## src/rtl/mem_port_arbiter_if.sv

```systemverilog
// Bundle of the fetch, load/store and memory-port signals around the arbiter.
// The master modport is the arbiter's view; slave is the core-plus-memory view.
interface mem_port_arbiter_if;
    logic        if_req;
    logic [31:0] if_addr;
    logic [31:0] if_rdata;
    logic        if_valid;

    logic        d_req;
    logic        d_we;
    logic [31:0] d_addr;
    logic [31:0] d_wdata;
    logic [1:0]  d_width;
    logic        d_usignext;
    logic [31:0] d_rdata;
    logic        d_valid;

    logic        m_req;
    logic        m_we;
    logic [31:0] m_addr;
    logic [31:0] m_wdata;
    logic [1:0]  m_width;
    logic        m_usignext;
    logic [31:0] m_rdata;
    logic        m_ack;

    logic        pause;

    modport master (
        input  if_req, if_addr, d_req, d_we, d_addr, d_wdata, d_width, d_usignext,
               m_rdata, m_ack,
        output if_rdata, if_valid, d_rdata, d_valid,
               m_req, m_we, m_addr, m_wdata, m_width, m_usignext, pause
    );

    modport slave (
        output if_req, if_addr, d_req, d_we, d_addr, d_wdata, d_width, d_usignext,
               m_rdata, m_ack,
        input  if_rdata, if_valid, d_rdata, d_valid,
               m_req, m_we, m_addr, m_wdata, m_width, m_usignext, pause
    );
endinterface

```

## src/rtl/mem_port_arbiter.sv

```systemverilog
// Shares one memory port between instruction fetch and load/store, one transaction
// at a time. Data wins by default; a starvation counter forces a fetch through.
// Handshake: a requester holds x_req and its fields until x_valid; a request still high
// in the x_valid cycle is taken as the next request. m_req is held until m_ack.
module mem_port_arbiter #(
    parameter int STARVE_LIMIT = 4
) (
    input  logic                clk,
    input  logic                reset,
    mem_port_arbiter_if.master  bus,
    output logic [1:0]          state_dbg
);
    localparam int CW = $clog2(STARVE_LIMIT + 1);
    localparam logic [CW-1:0] LIMIT_C = CW'(STARVE_LIMIT);

    typedef enum logic [1:0] {IDLE = 2'd0, BUSY_D = 2'd1, BUSY_I = 2'd2} state_t;

    state_t        state, state_n;
    logic [CW-1:0] starve_cnt, starve_n;
    logic          m_we_n, m_usignext_n, if_valid_n, d_valid_n, force_fetch;
    logic [31:0]   m_addr_n, m_wdata_n, if_rdata_n, d_rdata_n;
    logic [1:0]    m_width_n;

    always_comb begin
        state_n      = state;
        starve_n     = starve_cnt;
        m_we_n       = bus.m_we;
        m_addr_n     = bus.m_addr;
        m_wdata_n    = bus.m_wdata;
        m_width_n    = bus.m_width;
        m_usignext_n = bus.m_usignext;
        if_rdata_n   = bus.if_rdata;
        d_rdata_n    = bus.d_rdata;
        if_valid_n   = 1'b0;
        d_valid_n    = 1'b0;
        force_fetch  = bus.if_req && (starve_cnt == LIMIT_C);
        unique case (state)
            IDLE: begin
                if (!bus.if_req) starve_n = '0;
                if (bus.d_req && !force_fetch) begin
                    state_n      = BUSY_D;
                    m_we_n       = bus.d_we;
                    m_addr_n     = bus.d_addr;
                    m_wdata_n    = bus.d_wdata;
                    m_width_n    = bus.d_width;
                    m_usignext_n = bus.d_usignext;
                    if (bus.if_req && starve_cnt != LIMIT_C) starve_n = starve_cnt + CW'(1);
                end else if (bus.if_req) begin
                    state_n      = BUSY_I;
                    m_we_n       = 1'b0;
                    m_addr_n     = bus.if_addr;
                    m_wdata_n    = '0;
                    m_width_n    = 2'b10;
                    m_usignext_n = 1'b0;
                    starve_n     = '0;
                end
            end
            BUSY_D: begin
                if (bus.m_ack) begin
                    d_valid_n = 1'b1;
                    // Stores leave the last load result visible.
                    if (!bus.m_we) d_rdata_n = bus.m_rdata;
                    state_n = IDLE;
                end
            end
            BUSY_I: begin
                if (bus.m_ack) begin
                    if_valid_n = 1'b1;
                    if_rdata_n = bus.m_rdata;
                    state_n    = IDLE;
                end
            end
            default: state_n = IDLE;
        endcase
    end

    always_ff @(posedge clk or posedge reset) begin
        if (reset) begin
            state          <= IDLE;
            starve_cnt     <= '0;
            bus.m_req      <= 1'b0;
            bus.m_we       <= 1'b0;
            bus.m_addr     <= '0;
            bus.m_wdata    <= '0;
            bus.m_width    <= '0;
            bus.m_usignext <= 1'b0;
            bus.if_valid   <= 1'b0;
            bus.if_rdata   <= '0;
            bus.d_valid    <= 1'b0;
            bus.d_rdata    <= '0;
        end else begin
            state          <= state_n;
            starve_cnt     <= starve_n;
            bus.m_req      <= (state_n != IDLE);
            bus.m_we       <= m_we_n;
            bus.m_addr     <= m_addr_n;
            bus.m_wdata    <= m_wdata_n;
            bus.m_width    <= m_width_n;
            bus.m_usignext <= m_usignext_n;
            bus.if_valid   <= if_valid_n;
            bus.if_rdata   <= if_rdata_n;
            bus.d_valid    <= d_valid_n;
            bus.d_rdata    <= d_rdata_n;
        end
    end

    assign bus.pause = (bus.if_req & ~bus.if_valid) | (bus.d_req & ~bus.d_valid);
    assign state_dbg = state;
endmodule
```

## src/flat_wrapper.sv

```systemverilog
// flat-port wrapper written by rule: the top's interface ports become plain ports
module mem_port_arbiter_flat 
#(
    parameter int STARVE_LIMIT = 4
)
  (clk, reset, state_dbg, bus_if_req, bus_if_addr, bus_d_req, bus_d_we, bus_d_addr, bus_d_wdata, bus_d_width, bus_d_usignext, bus_m_rdata, bus_m_ack, bus_if_rdata, bus_if_valid, bus_d_rdata, bus_d_valid, bus_m_req, bus_m_we, bus_m_addr, bus_m_wdata, bus_m_width, bus_m_usignext, bus_pause);
  mem_port_arbiter_if bus_i ();
  input  logic clk;
  input  logic reset;
  output logic [1:0] state_dbg;
  input wire logic [$bits(bus_i.if_req)-1:0] bus_if_req;
  input wire logic [$bits(bus_i.if_addr)-1:0] bus_if_addr;
  input wire logic [$bits(bus_i.d_req)-1:0] bus_d_req;
  input wire logic [$bits(bus_i.d_we)-1:0] bus_d_we;
  input wire logic [$bits(bus_i.d_addr)-1:0] bus_d_addr;
  input wire logic [$bits(bus_i.d_wdata)-1:0] bus_d_wdata;
  input wire logic [$bits(bus_i.d_width)-1:0] bus_d_width;
  input wire logic [$bits(bus_i.d_usignext)-1:0] bus_d_usignext;
  input wire logic [$bits(bus_i.m_rdata)-1:0] bus_m_rdata;
  input wire logic [$bits(bus_i.m_ack)-1:0] bus_m_ack;
  output wire logic [$bits(bus_i.if_rdata)-1:0] bus_if_rdata;
  output wire logic [$bits(bus_i.if_valid)-1:0] bus_if_valid;
  output wire logic [$bits(bus_i.d_rdata)-1:0] bus_d_rdata;
  output wire logic [$bits(bus_i.d_valid)-1:0] bus_d_valid;
  output wire logic [$bits(bus_i.m_req)-1:0] bus_m_req;
  output wire logic [$bits(bus_i.m_we)-1:0] bus_m_we;
  output wire logic [$bits(bus_i.m_addr)-1:0] bus_m_addr;
  output wire logic [$bits(bus_i.m_wdata)-1:0] bus_m_wdata;
  output wire logic [$bits(bus_i.m_width)-1:0] bus_m_width;
  output wire logic [$bits(bus_i.m_usignext)-1:0] bus_m_usignext;
  output wire logic [$bits(bus_i.pause)-1:0] bus_pause;
  assign bus_i.if_req = bus_if_req;
  assign bus_i.if_addr = bus_if_addr;
  assign bus_i.d_req = bus_d_req;
  assign bus_i.d_we = bus_d_we;
  assign bus_i.d_addr = bus_d_addr;
  assign bus_i.d_wdata = bus_d_wdata;
  assign bus_i.d_width = bus_d_width;
  assign bus_i.d_usignext = bus_d_usignext;
  assign bus_i.m_rdata = bus_m_rdata;
  assign bus_i.m_ack = bus_m_ack;
  assign bus_if_rdata = bus_i.if_rdata;
  assign bus_if_valid = bus_i.if_valid;
  assign bus_d_rdata = bus_i.d_rdata;
  assign bus_d_valid = bus_i.d_valid;
  assign bus_m_req = bus_i.m_req;
  assign bus_m_we = bus_i.m_we;
  assign bus_m_addr = bus_i.m_addr;
  assign bus_m_wdata = bus_i.m_wdata;
  assign bus_m_width = bus_i.m_width;
  assign bus_m_usignext = bus_i.m_usignext;
  assign bus_pause = bus_i.pause;
  mem_port_arbiter #(.STARVE_LIMIT(STARVE_LIMIT)) u_core (.clk(clk), .reset(reset), .bus(bus_i), .state_dbg(state_dbg));
endmodule
```

## config.mk

```make
export PLATFORM = sky130hd
export DESIGN_NAME = mem_port_arbiter_flat
export DESIGN_NICKNAME = d
export VERILOG_FILES = /design/src/rtl/mem_port_arbiter_if.sv /design/src/rtl/mem_port_arbiter.sv /design/src/flat_wrapper.sv
export SDC_FILE = /design/constraint.sdc
export NUM_CORES = 1
export LEC_CHECK = 0
export ABC_AREA = 1
export CAP_MARGIN = 0
export CORE_ASPECT_RATIO = 1.1
export CORE_UTILIZATION = 38
export DETAILED_ROUTE_END_ITERATION = 16
export GPL_ROUTABILITY_DRIVEN = 1
export GPL_TIMING_DRIVEN = 0
export MAX_ROUTING_LAYER = met4
export PLACE_DENSITY = 0.77
export SYNTH_ARGS = -nofsm -noshare
export SYNTH_HDL_FRONTEND = slang
export SYNTH_SLANG_ARGS = --single-unit
```

## constraint.sdc

```tcl
create_clock -name clk -period 4.06 [get_ports clk]
set_input_delay 0.406 -clock clk [delete_from_list [all_inputs] [get_ports clk]]
set_output_delay 0.406 -clock clk [all_outputs]
set_load 0.02 [all_outputs]
```

==> run metrics <==
status completed; Die X 122 um; # rows 47; Total Nets Final 1,130; worst path arrival time 1.88 ns; MaxCap Viol Count 0; Post-DRT Antenna Nets 0; syn_nets 835; final hold vios 0; Crit Path Category input pin to output pin; Critical Path End Type output pin; CTS tree built; pin count of the biggest net entering global routing 43; Worst-Skew Late Latency 0.42 ns; root buffer cell clkbuf_16; io pins 275; most frequent cells in the layout clkdlybuf4s50_1 (273), nand2_1 (243), dfrtp_1 (140), o21ai_0 (94), inv_1 (78); P per Cell Area 781 mW/mm2; number of gates resized after cts 0; hpwl dp 14.1 mm; depth of the CTS H-tree 4; clock-pin slew on the worst setup and hold paths 0.06 ns; #FFs+latches synth 140; Slew Viols, Final 0; Pleak 4.63 nW; CP required 3.65 ns; Die Y 134 um; Synth Warn # 0; area of the multi-input gates 0.00199 mm2; number of port buffers 273; initial antenna violation count 0; GRT Residual Overflow 0; Max Fclk 437 MHz; DR vias/cell 4.79; vias in the first global route 5,726; # clock sinks 140; All-Layer GR Usage 0.242; period utilisation layout 0.563; Post-Syn Area 0.00603 mm2; library cells used by synthesis 19; initial DRC count 252; Initial Util 0.394; Area growth syn-to-layout 61.0%; CP Launch Type input pin; TritonRoute pass-1 iters 6; Clock Path Buffers 2; Reg area 0.00350 mm2; Peak VDD IR 0.419 mV; Hold Buf Count CTS 0; sequential share of the synthesized area 0.581; layout cell share with drive strength beyond 1 0.0650; setup TNS 0 ns; cell count after synthesis 692; Max Clock Skew 0.00875 ns; worst slew pin tran 0.554 ns; die footprint 0.0164 mm2; CP Max Fanout 10; antenna cells 0; min-delay worst type input pin to flop; Slew HR 0.630; post-DR wirelength/cell 15.8 um; Filler Cells Inserted 1,267; DRC viols 0; Final Hold Slack 0.382 ns; CTS Buf Count 17; min cycle time layout 2.29 ns; commonest non-fill, non-tap cell in the layout clkdlybuf4s50_1; Mean Syn Cell Area 8.72 um2; core region area 0.0153 mm2; via count 5,725; Setup violations, final 0; routability cong. 0.790; final WL 18.9 mm; global-route wire length before repair 29.2 mm; RSZ-0062 raised after global routing no; post-CTS setup buffer count 0
## synth_stat cells
library cell,n,share of area
buf_2,14,0.012
buf_6,6,0.011
xor2_1,1,0.0015
nand3b_1,32,0.040
clkbuf_1,17,0.011
buf_4,4,0.0050
ha_1,6,0.012
nand3_1,37,0.031
inv_1,79,0.049
dfrtp_1,140,0.58
o21ai_0,94,0.078
o21ai_1,6,0.0050
inv_2,1,0.00062
a21oi_1,3,0.0025
nand3_2,1,0.0017
clkbuf_2,1,0.00083
o22ai_1,3,0.0031
nand2_1,243,0.15
nand2_2,4,0.0041
## where the power goes
group / switching (mW) / internal [mW] / leakage (nW)
registers: 0.363 / 2.03 / 1.76
logic: 1.92 / 1.59 / 2.56
clock network: 0.615 / 1.07 / 0.306
## final cells by class
type / count / area share
Clock buffer: 21 / 0.0474
Timing Repair Buffer: 276 / 0.288
Clock inverter: 11 / 0.0184
Inverter: 80 / 0.0313
Multi-Input combinational cell: 430 / 0.205
Tap cell: 196 / 0.0253
Sequential cell: 140 / 0.361
Buffer: 42 / 0.0243
## worst paths after layout
kind | startpoint | end | slack, ns | cells past startpoint
min | bus_d_req | u_core.bus.m_addr[30]$_DFFE_PP0P_ | 0.38 | 4
max in group asynchronous | reset | u_core.bus.d_rdata[0]$_DFFE_PP0P_ | 2.80 | 4
min in group asynchronous | reset | u_core.bus.m_addr[15]$_DFFE_PP0P_ | 0.39 | 2
max reg2reg | u_core.state_dbg[0]$_DFF_PP0_ | u_core.bus.m_addr[3]$_DFFE_PP0P_ | 2.28 | 10
min reg2reg | u_core.bus.m_addr[27]$_DFFE_PP0P_ | u_core.bus.m_addr[27]$_DFFE_PP0P_ | 0.47 | 2
max | bus_d_req | bus_pause | 1.77 | 5
## layer usage
| metal | share of wire | wire length (um) | global-route usage |
|---|---|---|---|
| met5 | 0 | 0 | - |
| met4 | 0.019 | 354 | 0.0847 |
| met3 | 0.094 | 1780 | 0.0880 |
| met2 | 0.50 | 9410 | 0.403 |
| met1 | 0.39 | 7380 | 0.266 |
## flip-flops by register name, indices dropped and copies added, names as in the netlist
name,count
u_core.bus.d_rdata,32
u_core.bus.if_rdata,32
u_core.bus.m_addr,32
u_core.bus.m_wdata,32
u_core.starve_cnt,3
u_core.bus.m_width,2
u_core.state_dbg,2
u_core.bus.d_valid,1
u_core.bus.if_valid,1
u_core.bus.m_req,1
u_core.bus.m_usignext,1
u_core.bus.m_we,1
## kinds of logic (layout without fill, tap and decap cells)
logic type	count (synthesis)	after routing	share of synthesized area
AOI/OAI and AO/OA	106	106	0.0886
xor gates and xnor gates	1	1	0.00145
adders and majority gates	6	6	0.0124
buffers and inverters	122	430	0.0890
DFF	140	140	0.581
and+or+nand+nor	317	317	0.228
## worst max-delay path, stage by stage
cell,delay [ns]
buf_4,0.14
clkbuf_1,0.45
inv_1,0.09
o22ai_1,0.14
clkdlybuf4s50_1,0.65
## metrics by stage
stage	setup WS (ns)	std cells	utilization	instance area, um2	power, mW
final	1.77	1196	0.635	9710	7.58
after global routing	1.66	1196	0.635	9710	8.03
after CTS	1.74	1196	0.635	9710	7.65
after detailed placement	1.75	1164	0.593	9070	5.91
after global placement	0.612	1161	0.589	9010	5.84
after floorplan	1.90	692	-	6030	4.10
(Power assumes the default switching activity.)
